**config.mk**
```make
export PLATFORM = sky130hd
export DESIGN_NAME = apb_master_bridge
export DESIGN_NICKNAME = d
export VERILOG_FILES = /design/src/rtl/apb_pkg.sv /design/src/rtl/apb_slave_decode.sv /design/src/rtl/apb_master_bridge.sv
export SDC_FILE = /design/constraint.sdc
export NUM_CORES = 1
export LEC_CHECK = 0
export CAP_MARGIN = 5
export CORE_ASPECT_RATIO = 1.4
export CORE_MARGIN = 1.5
export CORE_UTILIZATION = 36
export CTS_CLUSTER_DIAMETER = 80
export DETAILED_ROUTE_END_ITERATION = 12
export PLACE_DENSITY = 0.84
export SLEW_MARGIN = 20
export SYNTH_ARGS = -nofsm -noshare
export SYNTH_HDL_FRONTEND = slang
export SYNTH_HIERARCHICAL = 1
export SYNTH_SLANG_ARGS = --single-unit
export TNS_END_PERCENT = 50
```
**constraint.sdc**
```tcl
create_clock -name pclk -period 1.3 [get_ports pclk]
set_clock_uncertainty 0.15 [all_clocks]
set_input_delay 0.26 -clock pclk [delete_from_list [all_inputs] [get_ports pclk]]
set_output_delay 0.26 -clock pclk [all_outputs]
set_load 0.005 [all_outputs]
```
**src/rtl/apb_pkg.sv**
```systemverilog
// apb_pkg: shared types and defaults for the APB master bridge.
// Holds the transfer-phase state encoding, default parameter widths and
// the helper that sizes the slave-index address field.
package apb_pkg;

    // APB transfer phases; encodings match the legacy FSM.
    typedef enum logic [1:0] {
        IDLE   = 2'b00,
        SETUP  = 2'b01,
        ACCESS = 2'b10
    } apb_state_e;

    localparam int unsigned APB_ADDR_W_DEF      = 32;
    localparam int unsigned APB_DATA_W_DEF      = 32;
    localparam int unsigned APB_NUM_SLV_DEF     = 4;
    localparam int unsigned APB_SLV_SEL_LSB_DEF = 12;
    localparam int unsigned APB_TIMEOUT_CYC_DEF = 16;

    // Width of the slave-index field; a single slave still uses one bit so
    // that addresses with that bit set are reported as decode errors.
    function automatic int unsigned slv_idx_w(input int unsigned num_slv);
        return (num_slv <= 1) ? 1 : $clog2(num_slv);
    endfunction

endpackage

```
**src/rtl/apb_slave_decode.sv**
```systemverilog
// apb_slave_decode: turns the slave-index address field into a one-hot
// select vector and flags indices that have no slave behind them.
module apb_slave_decode
    import apb_pkg::*;
#(
    parameter int unsigned NUM_SLV = APB_NUM_SLV_DEF,
    parameter int unsigned IDX_W   = slv_idx_w(APB_NUM_SLV_DEF)
) (
    input  logic [IDX_W-1:0]   idx_field,
    output logic [NUM_SLV-1:0] sel,
    output logic               dec_err
);

    logic [31:0] idx_ext;

    // One-hot select for in-range indices; out-of-range gives no select.
    always_comb begin
        idx_ext = 32'(idx_field);
        sel     = '0;
        dec_err = (idx_ext >= NUM_SLV);
        for (int unsigned i = 0; i < NUM_SLV; i++) begin
            sel[i] = (idx_ext == i);
        end
    end

endmodule

```
**src/rtl/apb_master_bridge.sv**
```systemverilog
// apb_master_bridge: command/response to APB master.
// Accepts one command at a time in IDLE, runs SETUP then ACCESS (with
// pready wait states) and returns a single-cycle response pulse carrying
// read data and an error flag (slave error or decode error).
// Optional build macro APB_TIMEOUT_EN adds an ACCESS-phase wait limit of
// TIMEOUT_CYC cycles that ends the transfer with an error response.
module apb_master_bridge
    import apb_pkg::*;
#(
    parameter int unsigned ADDR_W      = APB_ADDR_W_DEF,
    parameter int unsigned DATA_W      = APB_DATA_W_DEF,
    parameter int unsigned NUM_SLV     = APB_NUM_SLV_DEF,
    parameter int unsigned SLV_SEL_LSB = APB_SLV_SEL_LSB_DEF,
    parameter int unsigned TIMEOUT_CYC = APB_TIMEOUT_CYC_DEF
) (
    input  logic               pclk,
    input  logic               preset,
    input  logic               cmd_valid,
    output logic               cmd_ready,
    input  logic               cmd_write,
    input  logic [ADDR_W-1:0]  cmd_addr,
    input  logic [DATA_W-1:0]  cmd_wdata,
    output logic               rsp_valid,
    output logic [DATA_W-1:0]  rsp_rdata,
    output logic               rsp_err,
    output logic [NUM_SLV-1:0] psel,
    output logic               penable,
    output logic               pwrite,
    output logic [ADDR_W-1:0]  paddr,
    output logic [DATA_W-1:0]  pwdata,
    input  logic [DATA_W-1:0]  prdata,
    input  logic               pready,
    input  logic               pslverr
);

    localparam int unsigned IDX_W = slv_idx_w(NUM_SLV);

    apb_state_e state, state_nxt;

    logic               accept;
    logic [NUM_SLV-1:0] dec_sel;
    logic               dec_err;
    logic               timeout;

    logic [NUM_SLV-1:0] psel_nxt;
    logic               penable_nxt;
    logic               pwrite_nxt;
    logic [ADDR_W-1:0]  paddr_nxt;
    logic [DATA_W-1:0]  pwdata_nxt;
    logic               rsp_valid_nxt;
    logic [DATA_W-1:0]  rsp_rdata_nxt;
    logic               rsp_err_nxt;

    // Ready only in IDLE and never while reset is asserted.
    assign cmd_ready = (state == IDLE) && preset;
    assign accept    = cmd_valid && cmd_ready;

    apb_slave_decode #(
        .NUM_SLV (NUM_SLV),
        .IDX_W   (IDX_W)
    ) u_decode (
        .idx_field (cmd_addr[SLV_SEL_LSB +: IDX_W]),
        .sel       (dec_sel),
        .dec_err   (dec_err)
    );

`ifdef APB_TIMEOUT_EN
    localparam int unsigned CNT_W = $clog2(TIMEOUT_CYC + 1);

    logic [CNT_W-1:0] to_cnt;

    // Wait-state counter: cleared in SETUP, counts ACCESS cycles without pready.
    always_ff @(posedge pclk or negedge preset) begin
        if (!preset) begin
            to_cnt <= '0;
        end else if (state == SETUP) begin
            to_cnt <= '0;
        end else if ((state == ACCESS) && !pready) begin
            to_cnt <= to_cnt + 1'b1;
        end
    end

    // Fires on the edge where the count reaches TIMEOUT_CYC; pready has priority.
    assign timeout = (state == ACCESS) && !pready &&
                     (to_cnt == CNT_W'(TIMEOUT_CYC - 1));
`else
    assign timeout = 1'b0;
`endif

    // State register.
    always_ff @(posedge pclk or negedge preset) begin
        if (!preset) begin
            state <= IDLE;
        end else begin
            state <= state_nxt;
        end
    end

    // Next-state and next-value logic for every registered output.
    always_comb begin
        state_nxt     = state;
        psel_nxt      = psel;
        penable_nxt   = penable;
        pwrite_nxt    = pwrite;
        paddr_nxt     = paddr;
        pwdata_nxt    = pwdata;
        rsp_valid_nxt = 1'b0;
        rsp_rdata_nxt = rsp_rdata;
        rsp_err_nxt   = rsp_err;

        case (state)
            IDLE: begin
                if (accept) begin
                    paddr_nxt  = cmd_addr;
                    pwrite_nxt = cmd_write;
                    pwdata_nxt = cmd_write ? cmd_wdata : '0;
                    if (dec_err) begin
                        // No slave at this index: answer immediately, no bus cycle.
                        rsp_valid_nxt = 1'b1;
                        rsp_err_nxt   = 1'b1;
                        rsp_rdata_nxt = '0;
                    end else begin
                        state_nxt   = SETUP;
                        psel_nxt    = dec_sel;
                        penable_nxt = 1'b0;
                    end
                end
            end

            SETUP: begin
                state_nxt   = ACCESS;
                penable_nxt = 1'b1;
            end

            ACCESS: begin
                if (pready) begin
                    state_nxt     = IDLE;
                    psel_nxt      = '0;
                    penable_nxt   = 1'b0;
                    rsp_valid_nxt = 1'b1;
                    rsp_err_nxt   = pslverr;
                    rsp_rdata_nxt = (!pwrite && !pslverr) ? prdata : '0;
                end else if (timeout) begin
                    state_nxt     = IDLE;
                    psel_nxt      = '0;
                    penable_nxt   = 1'b0;
                    rsp_valid_nxt = 1'b1;
                    rsp_err_nxt   = 1'b1;
                    rsp_rdata_nxt = '0;
                end
            end

            default: begin
                state_nxt   = IDLE;
                psel_nxt    = '0;
                penable_nxt = 1'b0;
            end
        endcase
    end

    // APB and response output registers.
    always_ff @(posedge pclk or negedge preset) begin
        if (!preset) begin
            psel      <= '0;
            penable   <= 1'b0;
            pwrite    <= 1'b0;
            paddr     <= '0;
            pwdata    <= '0;
            rsp_valid <= 1'b0;
            rsp_rdata <= '0;
            rsp_err   <= 1'b0;
        end else begin
            psel      <= psel_nxt;
            penable   <= penable_nxt;
            pwrite    <= pwrite_nxt;
            paddr     <= paddr_nxt;
            pwdata    <= pwdata_nxt;
            rsp_valid <= rsp_valid_nxt;
            rsp_rdata <= rsp_rdata_nxt;
            rsp_err   <= rsp_err_nxt;
        end
    end

endmodule

```
### Yosys cells after proc, flatten, opt, wreduce, memory -nomap -nowiden

Index checks and enable logic that the tools add are counted.

| storage, ports and cells | value |
|---|---|
| register bits | 106 |
| input port bits | 102 |
| output and inout port bits | 105 |
| word-level logic and storage cells | 41 |

| cells by class | value |
|---|---|
| equal/unequal tests | 7 |
| muxes and demuxes | 13 |
| bitwise gates (word level) | 1 |
| reductions and logical operators | 11 |

Operators by type and width:

| operator | number |
|---|---|
| 32-bit two-way mux | 2 |
| 4-bit one-hot mux with 3 select lines | 1 |
| 4-bit two-way mux | 2 |
| 2-bit equality test (second input constant) | 3 |
| 2-bit one-hot mux with 3 select lines | 1 |
| 2-bit AND reduction | 3 |
| 2-bit by 1-bit equality test with 1-bit output (second input constant) | 2 |
| 2-bit zero test | 2 |
| 1-bit two-way mux | 4 |
| 2-bit two-way mux | 2 |
| 2-bit != test (second input constant) | 2 |
| 1-bit logical AND | 3 |
| 1-bit one-hot mux with 3 select lines | 1 |
| 3-bit AND reduction | 1 |
| 1-bit zero test | 2 |
| 1-bit NOT | 1 |

### Depth between registers and ports, before layout

| logic depth | value |
|---|---|
| word-level depth | 5 |
| mapped depth | 7 |
| gate-level depth less buffers | 4 |

### Modules after synthesis

Netlist, hierarchy kept.

By module, submodules not included:

| module | instances | cells each | area an instance (um^2) | seq. area each (um^2) |
|---|---|---|---|---|
| apb_master_bridge | 1 | 391 | 4110.2 | 2627.5 |
| apb_slave_decode | 1 | 6 | 37.5 | 0.0 |

### Least setup slack after synthesis

Ideal clock, no wire load.

| timing | value |
|---|---|
| path kind | reg2reg |
| start point | register state[1] |
| end point | register rsp_rdata[0] |
| library setup time | 0.121 ns |
| arrival time | 1.188 ns |
| required time | 1.029 ns |
| path slack | -0.159 ns |
| cell stages (with the launch flop) | 6 |
| buffers on the path | 2 |
| clock period less this slack | 1.459 ns |
| cell sequence | dfrtp_1 buf_6 nand2_1 a21o_4 buf_6 a22o_1 |

| on the way | value |
|---|---|
| word-level cells in the longest chain between the ends | 2 |

Ends and longest elaborated chain:

| element | line | source |
|---|---|---|
| from (decl) | apb_master_bridge.sv:38 | `apb_state_e state, state_nxt;` |
| from (signal assigned) | apb_master_bridge.sv:95 | `state <= state_nxt;` |
| 2-bit equality test | apb_master_bridge.sv:111 | `case (state)` |
| 2-bit AND reduction (no source line) | n/a |  |
| to (signal assigned) | apb_master_bridge.sv:179 | `rsp_rdata <= rsp_rdata_nxt;` |
| to (decl) | apb_master_bridge.sv:24 | `output logic [DATA_W-1:0] rsp_rdata,` |

Every way passes these cells.
A chain may end at the register's enable or synchronous reset.

### Final worst setup path

| timing | value |
|---|---|
| start point | register state[1] |
| end point | register paddr[13] |

| on the way | value |
|---|---|
| word-level cells in the longest chain between the ends | 4 |

Ends and longest elaborated chain:

| element | line | source |
|---|---|---|
| 2-bit zero test (*) | apb_master_bridge.sv:55, apb_master_bridge.sv:111 |  |
| 1-bit logical AND | apb_master_bridge.sv:55 | `assign cmd_ready = (state == IDLE) && preset;` |
| 1-bit logical AND | apb_master_bridge.sv:56 | `assign accept = cmd_valid && cmd_ready;` |
| 2-bit AND reduction (no source line) (*) | n/a |  |
| to (signal assigned) | apb_master_bridge.sv:176 | `paddr <= paddr_nxt;` |
| to (decl) | apb_master_bridge.sv:29 | `output logic [ADDR_W-1:0] paddr,` |

Mark *: on every way between the ends. The rest lies on a longest branch, timed or not.

==> run metrics <==
outcome=finished with violations; violations in the final reports=negative setup slack; placer's final routability congestion estimate=0.781; Critical Path End Type=flop; synthesized flop and latch total=105; flop2flop setup slack=-0.33 ns; global-route wire length before repair=20.0 mm; largest voltage drop on the vdd net=872 uV; signal arrival time at the worst endpoint=1.76 ns; number of global-route vias before repair=4014; final hold viol count=0; count of port buffers added during placement=206; die height=130 um; final worst path period need=1.63 ns; clock transition at the registers of the reported paths=0.07 ns; core region area=11300 um2; Hold WC Path Type=primary input to async pin; maximum fanout along the worst path=6; average via count per standard cell=4.98; total wire length=14.0 mm; number of rows created at floorplan=46; I/O Pins=207; static leakage=3.65 nW; post-layout worst setup margin=-0.333 ns; syn nets=499; count of antenna-violating nets left after detailed routing=0; number of fill cells=966; chip width=93.7 um; post-detailed-route DRC marker count=0; launching element of the worst setup path=state[1]$_DFFE_PN0P_; H-tree level count=3; highest achievable clock rate=612 MHz; fraction of layout instances using a drive strength above 1=37.5%; Diodes inserted=0; via total after detailed routing=3947; mapped cell area=4150 um2; type of the worst setup path=flop to flop; reg2reg path depth=7; Avg Cell Area, Syn=10.4 um2; starting density of the core=36.8%; number of instances in the synthesized netlist=397; CTS sink count=105; slew at the pin closest to its max-slew limit=0.564 ns; Fin Hold WS=0.0476 ns; floorplan die area=12200 um2; endpoint of the most critical register-to-register path=paddr[13]$_DFFE_PN0P_; summed negative setup slack over all endpoints=-27.73 ns; sequential fraction of the synthesis area=63.3%; number of max-slew violations in the final report=0; number of antenna violations at the first check in global routing=0; TritonCTS clock tree=built; distinct cell type count after synthesis=26; Detail Placement HPWL=8.86 mm; maximum number of pins on one net before global-route repair=102; data required time at the worst endpoint=1.43 ns; source-to-sink clock delay at the later pin of the worst-skew pair=0.34 ns; power per unit of standard cell area=1330 nW/um2; iteration-0 DRC count of the detailed router=112; cell area after placement=6380 um2; cell area after layout=6990 um2; reported max-cap violation count=0; share of the clock period used by the worst path=126%; max_slew headroom=62.4%; remaining global-route overflow=0; root buffer selected by CTS=clkbuf_16; buffers from clock root to sink, at most=2; Detailed Routing Iterations Pass 1=5; setup repair after global routing missed its margin=true; final setup fails=108; crit path launch type=flop; clock buffers created by TritonCTS=9; count of nets after finishing=746; critical register-to-register path startpoint=state[1]$_DFFE_PN0P_; overall track demand over capacity in global routing=21.3%; detail-routed net length per standard cell=17.7 um; synthesis warning total=6; area overhead of the layout relative to synthesis=68.6%
==> sequential cells by signal, summed over array words and instances, names as in the netlist <==
name	cells
paddr	32
psel	4
pwdata	32
pwrite	1
rsp_err	1
rsp_rdata	32
rsp_valid	1
state	2
==> cell type report <==
| class | instances | area (um2) | area share (%) |
|---|---|---|---|
| well taps | 144 | 180 | 2.58 |
| clock inverters | 2 | 37.5 | 0.537 |
| repair buffers | 261 | 2210 | 31.5 |
| inverters | 2 | 7.51 | 0.107 |
| clock buffers | 13 | 260 | 3.72 |
| flip-flops and latches | 105 | 2630 | 37.6 |
| multi-input cells | 265 | 1670 | 23.9 |
==> cells in the mapped netlist <==
cell	number	area (um2)
nand4bb_1	1	11.3
a21o_4	1	15.0
nand2b_1	1	6.26
nor4_4	1	21.3
a22o_1	32	280
dfrtp_1	105	2630
buf_1	1	3.75
clkbuf_1	5	18.8
o21ai_0	4	20.0
inv_1	2	7.51
and2_2	1	7.51
o211ai_1	8	60.1
nor2b_1	1	6.26
nor3b_1	1	7.51
conb_1	1	3.75
buf_6	7	78.8
buf_4	6	45.0
buf_2	11	55.1
o32a_1	1	10.0
and2b_2	1	8.76
nand3_1	36	180
nor2_1	3	11.3
and4bb_2	1	12.5
mux2i_1	1	10.0
nand4b_4	1	23.8
nand2_1	164	616
==> where the power goes <==
group	switching (mW)	internal [mW]
sequential	0.301	3.79
combinational	1.10	1.34
clock	1.15	1.59
==> stage by stage <==
stage                     setup slack (ns)  total power [mW]  instances  util, %
after global placement              -0.449              6.44        732     56.6
after floorplan                     -0.112              4.85        397        -
after CTS                           -0.312              9.08        781     58.2
final                               -0.333              9.27        792     62.0
after detailed placement            -0.525              6.54        732     56.6
after global routing                -0.394              9.75        792     62.0
==> layout by cell type (no fill, tap or decap), types with 2 or more instances in the layout <==
cell,n
buf_8,2
nand2_2,35
nor2_1,3
nand3_1,34
a21o_4,2
a22o_1,32
a21o_2,2
dfrtp_1,105
buf_4,31
nand2_1,110
clkbuf_1,2
o21ai_0,3
nand3_2,2
o211ai_1,8
clkbuf_16,14
clkbuf_8,2
clkdlybuf4s50_1,100
clkbuf_2,11
buf_12,7
buf_6,11
nand2_4,18
buf_2,92
nand4bb_4,3
==> worst max-delay path: stages, from the launching register on <==
cell and delay [ns]:
dfrtp_1 0.39, buf_6 0.12, buf_8 0.12, and4bb_4 0.36
buf_12 0.15, clkbuf_16 0.16, nand2_1 0.05, nand2_1 0.06
==> how the worst max path moves through the flow <==
stage                            end  slack [ns]  cells after the start
2_1_floorplan    psel[0]$_DFFE_PN0P_       -0.11                      5
3_3_place_gp     psel[2]$_DFFE_PN0P_       -0.45                      5
3_5_place_dp     psel[3]$_DFFE_PN0P_       -0.53                      5
4_1_cts         paddr[8]$_DFFE_PN0P_       -0.31                      6
5_1_grt          psel[2]$_DFFE_PN0P_       -0.39                      6
6_report       paddr[13]$_DFFE_PN0P_       -0.33                      7
==> metal layers <==
metal	global-route usage [%]	share of wire [%]	up-vias
met3	5.83	6.3	24
li1	-	-	1815
met1	23.8	37	1953
met4	6.76	2.2	0
met2	39.1	55	155
met5	0	0	-
==> cell families after synthesis <==
group | count (synthesis) | share of synthesized area, %
compound gates | 46 | 9.29
buf+inv | 32 | 5.04
flops | 105 | 63.3
mux | 1 | 0.241
other cells | 1 | 0.0904
simple gates | 212 | 22.0
==> what timing repair did <==
action / in CTS / in global routing
gates cloned: 4 / 9
pin swaps: 22 / 57
endpoints found under the hold margin: 4 / 0
hold buffers: 1 / 0
endpoints found under the setup margin: 209 / 140
setup buffers: 29 / 3
resized for setup: 410 / 93
Note: power is estimated with default switching activity, not from simulation.
